File: config.mk
export PLATFORM = sky130hd
export DESIGN_NAME = display_update_controller
export DESIGN_NICKNAME = d
export VERILOG_FILES = /design/src/rtl/display_update_controller.sv
export SDC_FILE = /design/constraint.sdc
export NUM_CORES = 1
export LEC_CHECK = 0
export CORE_MARGIN = 2
export CORE_UTILIZATION = 57
export CTS_CLUSTER_SIZE = 12
export DETAILED_ROUTE_END_ITERATION = 8
export MAX_ROUTING_LAYER = met4
export PLACE_DENSITY = 0.87
export SYNTH_ARGS = -nofsm -noshare
export SYNTH_HDL_FRONTEND = slang
export SYNTH_SLANG_ARGS = --single-unit
export TNS_END_PERCENT = 30
File: constraint.sdc
create_clock -name clk -period 3.8 [get_ports clk]
set_clock_uncertainty 0.05 [all_clocks]
set_input_delay 0.57 -clock clk [delete_from_list [all_inputs] [get_ports clk]]
set_output_delay 0.57 -clock clk [all_outputs]
set_load 0.02 [all_outputs]
File: src/rtl/display_update_controller.sv
// Arbitrates result/operand values and converts the granted one to sign + 3-digit BCD via sequential double-dabble.
// Display registers update W+1 cycles after acceptance; no input is accepted while a conversion is running.
module display_update_controller #(
  parameter int W = 11
) (
  input  logic         clk,
  input  logic         reset,
  input  logic         res_valid,
  input  logic [W-1:0] res_data,
  output logic         res_ready,
  input  logic         opd_valid,
  input  logic [W-1:0] opd_data,
  output logic         opd_ready,
  output logic [11:0]  BCD_code,
  output logic         sign,
  output logic         overflow,
  output logic         src_sel,
  output logic         busy,
  output logic         update_done
);

  typedef enum logic [1:0] {IDLE, SHIFT, DONE} state_t;

  state_t       state_q;
  logic [W-1:0] mag_q;
  logic [15:0]  scr_q;
  logic [3:0]   cnt_q;
  logic         psign_q, psrc_q;
  logic [11:0]  bcd_q;
  logic         sign_q, ovf_q, src_q, upd_q;

  logic         take_res, take_opd;
  logic [W-1:0] in_dat, mag_d;
  logic [15:0]  adj_d;

  always_comb begin
    res_ready = (state_q == IDLE) && !reset;
    opd_ready = res_ready && !res_valid;
    take_res  = res_valid && res_ready;
    take_opd  = opd_valid && opd_ready;
    in_dat    = take_res ? res_data : opd_data;
    // W-bit negate maps -2^(W-1) onto the unsigned value 2^(W-1)
    mag_d     = in_dat[W-1] ? (~in_dat + W'(1)) : in_dat;
    adj_d     = scr_q;
    for (int i = 0; i < 4; i++) begin
      if (scr_q[4*i +: 4] >= 4'd5) adj_d[4*i +: 4] = scr_q[4*i +: 4] + 4'd3;
    end
  end

  always_ff @(posedge clk or posedge reset) begin
    if (reset) begin
      state_q  <= IDLE;
      mag_q    <= '0;
      scr_q    <= '0;
      cnt_q    <= '0;
      psign_q  <= 1'b0;
      psrc_q   <= 1'b0;
      bcd_q    <= 12'h000;
      sign_q   <= 1'b0;
      ovf_q    <= 1'b0;
      src_q    <= 1'b0;
      upd_q    <= 1'b0;
    end else begin
      upd_q <= 1'b0;
      case (state_q)
        IDLE: begin
          if (take_res || take_opd) begin
            psrc_q  <= take_res;
            psign_q <= in_dat[W-1];
            mag_q   <= mag_d;
            scr_q   <= '0;
            cnt_q   <= '0;
            state_q <= SHIFT;
          end
        end
        SHIFT: begin
          scr_q <= {adj_d[14:0], mag_q[W-1]};
          mag_q <= {mag_q[W-2:0], 1'b0};
          cnt_q <= cnt_q + 4'd1;
          if (cnt_q == 4'(W-1)) state_q <= DONE;
        end
        DONE: begin
          // A non-zero thousands digit saturates the 3-digit display
          if (scr_q[15:12] != 4'd0) begin
            bcd_q <= 12'h999;
            ovf_q <= 1'b1;
          end else begin
            bcd_q <= scr_q[11:0];
            ovf_q <= 1'b0;
          end
          sign_q  <= psign_q;
          src_q   <= psrc_q;
          upd_q   <= 1'b1;
          state_q <= IDLE;
        end
        default: state_q <= IDLE;
      endcase
    end
  end

  assign BCD_code    = bcd_q;
  assign sign        = sign_q;
  assign overflow    = ovf_q;
  assign src_sel     = src_q;
  assign busy        = (state_q != IDLE);
  assign update_done = upd_q;

endmodule

==> flow_summary.html <==
<table>
<tr><th>Metric</th><th>Value</th></tr>
<tr><th colspan="2">Setup path</th></tr>
<tr><td>Startpoint type of the worst setup path</td><td>input pin</td></tr>
<tr><td>CP arrival</td><td>2160 ps</td></tr>
<tr><td>FF-to-FF path depth</td><td>5</td></tr>
<tr><td>Stages on the worst setup path</td><td>3</td></tr>
<tr><td>Delay of the slowest cell on the worst path</td><td>690 ps</td></tr>
<tr><td>Slowest library cell on the worst path</td><td>clkdlybuf4s50_1</td></tr>
<tr><td>Crit Path Max Fanout</td><td>6</td></tr>
<tr><td>Category of the most critical setup path</td><td>input pin to output pin</td></tr>
<tr><td>Cells along the critical path</td><td>clkdlybuf4s50_1 -&gt; nor3_1 -&gt; clkdlybuf4s50_1</td></tr>
<tr><td>Internal reg-to-reg setup slack</td><td>1660 ps</td></tr>
<tr><td>Kind of end point of the critical path</td><td>output pin</td></tr>
<tr><td>Count of buffering cells on the critical path with inverters included</td><td>2</td></tr>
<tr><td>CP dominant cell by count</td><td>clkdlybuf4s50_1</td></tr>
<tr><td>Required time of the critical path</td><td>3180 ps</td></tr>
<tr><td>Kind of cell adding the most delay to the critical path</td><td>buffers and inverters</td></tr>
<tr><th colspan="2">Synth</th></tr>
<tr><td>Asr flop ratio synth</td><td>100%</td></tr>
<tr><td>Fraction of post-synthesis cell area in the top cell type by area</td><td>46.8%</td></tr>
<tr><td>Mean Syn Cell Area</td><td>9.68 um^2</td></tr>
<tr><td>Number of nets in the synthesized netlist</td><td>319</td></tr>
<tr><td>Cell variety after synth</td><td>43</td></tr>
<tr><td>Primary FF master, synth</td><td>dfrtp_1</td></tr>
<tr><td>Top cell types by occurrence after synthesis</td><td>51 x dfrtp_1, 27 x o21ai_0, 25 x nand2_1</td></tr>
<tr><td>Part of the Yosys area used for sequential elements</td><td>46.8%</td></tr>
<tr><td>Mapped cell area</td><td>2730 um^2</td></tr>
<tr><td>Seq cells post-synth</td><td>51</td></tr>
<tr><td>Post-synthesis cell count</td><td>282</td></tr>
<tr><td>Yosys top cell by area</td><td>dfrtp_1</td></tr>
<tr><td>Number of synthesis warnings</td><td>0</td></tr>
<tr><td>Number of enable-type register cells in the synthesized netlist</td><td>0</td></tr>
<tr><td>Most common cell in the netlist</td><td>dfrtp_1</td></tr>
<tr><td>Dominant cells by area after synthesis</td><td>dfrtp_1 47%, ha_1 5.0%, o21ai_0 5.0%</td></tr>
<tr><th colspan="2">Routing</th></tr>
<tr><td>Average wire per cell in the routed design</td><td>14.7 um</td></tr>
<tr><td>Routed met3 length</td><td>298 um</td></tr>
<tr><td>Top routing layer used</td><td>met4</td></tr>
<tr><td>Routed wire length</td><td>5530 um</td></tr>
<tr><td>First-pass detailed-route iteration total</td><td>4</td></tr>
<tr><td>Via count normalized by instance count</td><td>6.02</td></tr>
<tr><td>Routed vias</td><td>2269</td></tr>
<tr><td>Detailed-routed wire length on met2</td><td>2690 um</td></tr>
<tr><td>Residual DRC</td><td>0</td></tr>
<tr><td>Routed length on met1</td><td>2470 um</td></tr>
<tr><td>Violation count after the first detailed-route iteration</td><td>167</td></tr>
<tr><td>Number of nets still failing antenna checks after routing</td><td>0</td></tr>
<tr><th colspan="2">Clock tree</th></tr>
<tr><td>TritonCTS clock tree</td><td>yes</td></tr>
<tr><td>Post CTS Setup Buffer Count</td><td>0</td></tr>
<tr><td>CTS clock-pin slew for the worst setup and hold paths</td><td>80 ps</td></tr>
<tr><td>Clock latency reported for the late side of the worst-skew pair</td><td>300 ps</td></tr>
<tr><td>Clock sink count</td><td>51</td></tr>
<tr><td>Number of instances resized during post-cts repair</td><td>0</td></tr>
<tr><td>CTS Root Buffer Type</td><td>clkbuf_8</td></tr>
<tr><td>Number of buffers on the longest clock path</td><td>2</td></tr>
<tr><td>Number of buffers inserted during clock tree synthesis</td><td>5</td></tr>
<tr><td>Hold-fix buffers, CTS</td><td>0</td></tr>
<tr><td>H-tree lvl count</td><td>2</td></tr>
<tr><th colspan="2">Placement</th></tr>
<tr><td>Port-buffer cells</td><td>44</td></tr>
<tr><td>Global placement routability congestion</td><td>0.857</td></tr>
<tr><td>Detailed placement HPWL</td><td>4040 um</td></tr>
<tr><th colspan="2">Power and ir drop</th></tr>
<tr><td>P per Cell Area</td><td>664 nW/um^2</td></tr>
<tr><td>Static power due to leakage</td><td>1.40 nW</td></tr>
<tr><td>Max rail drop VDD</td><td>261 uV</td></tr>
<tr><td>Total chip power</td><td>2.18 mW</td></tr>
<tr><th colspan="2">Final layout</th></tr>
<tr><td>Area overhead of the layout relative to synthesis</td><td>20.6%</td></tr>
<tr><td>Count of fill cells added during filler insertion</td><td>361</td></tr>
<tr><td>Antenna Diode Count</td><td>0</td></tr>
<tr><td>Nets@finish</td><td>361</td></tr>
<tr><td>Share of final-layout standard cells stronger than drive strength 1</td><td>4.95%</td></tr>
<tr><td>Total area of multi-input combinational cells</td><td>1340 um^2</td></tr>
<tr><td>Area taken by flip-flops and latches</td><td>1280 um^2</td></tr>
<tr><td>End-of-flow core utilization</td><td>70.6%</td></tr>
<tr><th colspan="2">STA</th></tr>
<tr><td>Max-slew headroom at the worst pin</td><td>32.8%</td></tr>
<tr><td>Slew @ Worst Pin</td><td>1010 ps</td></tr>
<tr><td>Achievable frequency</td><td>360 MHz</td></tr>
<tr><td>Period utilisation layout</td><td>73.1%</td></tr>
<tr><td>Final Max Tran Viols</td><td>0</td></tr>
<tr><td>Endpoints failing hold</td><td>0</td></tr>
<tr><td>RSZ-0062 raised after global routing</td><td>no</td></tr>
<tr><td>Total negative setup slack</td><td>0 ps</td></tr>
<tr><td>Post-layout min period</td><td>2780 ps</td></tr>
<tr><td>Final setup violation count</td><td>0</td></tr>
<tr><th colspan="2">Floorplanning</th></tr>
<tr><td>Die Height</td><td>73.2 um</td></tr>
<tr><td>Standard cell core area</td><td>4660 um^2</td></tr>
<tr><td>Die footprint</td><td>5360 um^2</td></tr>
<tr><td>Number of top-level pins</td><td>45</td></tr>
<tr><td>Initial core utilization</td><td>58.6%</td></tr>
<tr><td>Horizontal extent of the die</td><td>73.2 um</td></tr>
<tr><td>Site Rows</td><td>25</td></tr>
<tr><th colspan="2">Worst hold path</th></tr>
<tr><td>Number of cells on the worst hold path</td><td>2</td></tr>
<tr><td>Hold Crit Class</td><td>register to register</td></tr>
<tr><th colspan="2">GRT</th></tr>
<tr><td>Number of global-route vias before repair</td><td>2112</td></tr>
<tr><td>Antenna violations before repair</td><td>0</td></tr>
<tr><td>Total grt overflow</td><td>0</td></tr>
<tr><td>Global-route wire length before repair</td><td>9210 um</td></tr>
<tr><td>Largest net degree at the start of global routing</td><td>52</td></tr>
<tr><td>Overall global routing resource usage</td><td>22.9%</td></tr>
<tr><th colspan="2">Status</th></tr>
<tr><td>Run status</td><td>completed</td></tr>
<tr><th colspan="2">Job</th></tr>
<tr><td>Number of maximum-capacitance violations</td><td>0</td></tr>
</table>
-- routing by layer --
| metal | global-route usage (%) | vias up |
|---|---|---|
| met4 | 7.20 | 0 |
| met5 | - | - |
| met3 | 3.87 | 6 |
| met1 | 28.4 | 1072 |
| li1 | - | 1102 |
| met2 | 38.1 | 89 |
-- logic make-up after synthesis --
| group | share of synthesized area, % |
|---|---|
| flops | 46.8 |
| xor+xnor | 4.49 |
| fa+ha+maj | 5.04 |
| simple gates | 15.4 |
| buf+inv | 4.22 |
| compound gates | 20.8 |
| mux | 3.30 |
-- registers in the layout, summed over array words and instances (netlist names) --
register and flops:
BCD_code 12, psign_q 1, scr_q 16, psrc_q 1, src_sel 1, mag_q 11, cnt_q 4, update_done 1
state_q 2, sign 1, overflow 1
-- power by group --
part	total [mW]	switching [mW]	internal, mW
Combinational	0.993	0.539	0.454
Clock	0.286	0.163	0.123
Sequential	0.905	0.156	0.749
Total	2.18	0.858	1.33
-- worst register-to-register path, cell delays in order (launching register included) --
cell and delay [ps]:
dfrtp_1 490, nor4b_4 610, mux2i_1 150, buf_4 200, o311a_1 350, a311oi_1 200
-- through the flow --
step	instance area [um^2]	hold WS, ps	cells	setup slack [ps]
2_1_floorplan	2730	389	282	1600
3_3_place_gp	3220	410	371	1040
3_5_place_dp	3220	419	371	1020
4_1_cts	3290	438	377	1030
5_1_grt	3290	462	377	914
6_report	3290	433	377	1020
-- layout by cell type, fill, tap and decap left out, types with 2 or more instances in the layout --
cell             synthesis  routed
dfrtp_1                 51      51
a22o_1                   3       3
a22oi_1                  9       9
o22ai_1                  6       6
o22a_1                   3       3
a21oi_1                 15      15
nand3_1                  3       3
nor4_1                   4       4
nor2b_1                  5       5
xnor2_1                  5       5
xor2_1                   9       9
o31ai_1                  4       4
ha_1                    11      11
a32o_1                   4       4
nand2b_1                 7       7
clkdlybuf4s50_1          0      44
nor2_1                  17      17
o21ai_0                 27      27
nor3b_1                  2       2
inv_1                   14      13
buf_4                    0       6
a211oi_1                 4       4
nand2_1                 25      25
a311oi_1                 2       2
and4_1                   2       2
clkbuf_8                 0       5
mux2i_1                  9       9
nor3_1                  10      10
-- final timing paths --
check,start,endpoint
worst min-delay path,sign,sign
worst min register to register,sign,sign
worst max-delay path,reset,res_ready
max in group asynchronous,reset,sign
min in group asynchronous,reset,mag_q[8]
worst max register to register,state_q[1],mag_q[9]
-- final cells by class --
class	count	area share [%]
multi-input cells	202	40.6
flip-flops and latches	51	38.8
repair buffers	50	14.7
clock buffers	6	2.20
well taps	54	2.05
inverters	14	1.60
Note: power is estimated with default switching activity, not from simulation.
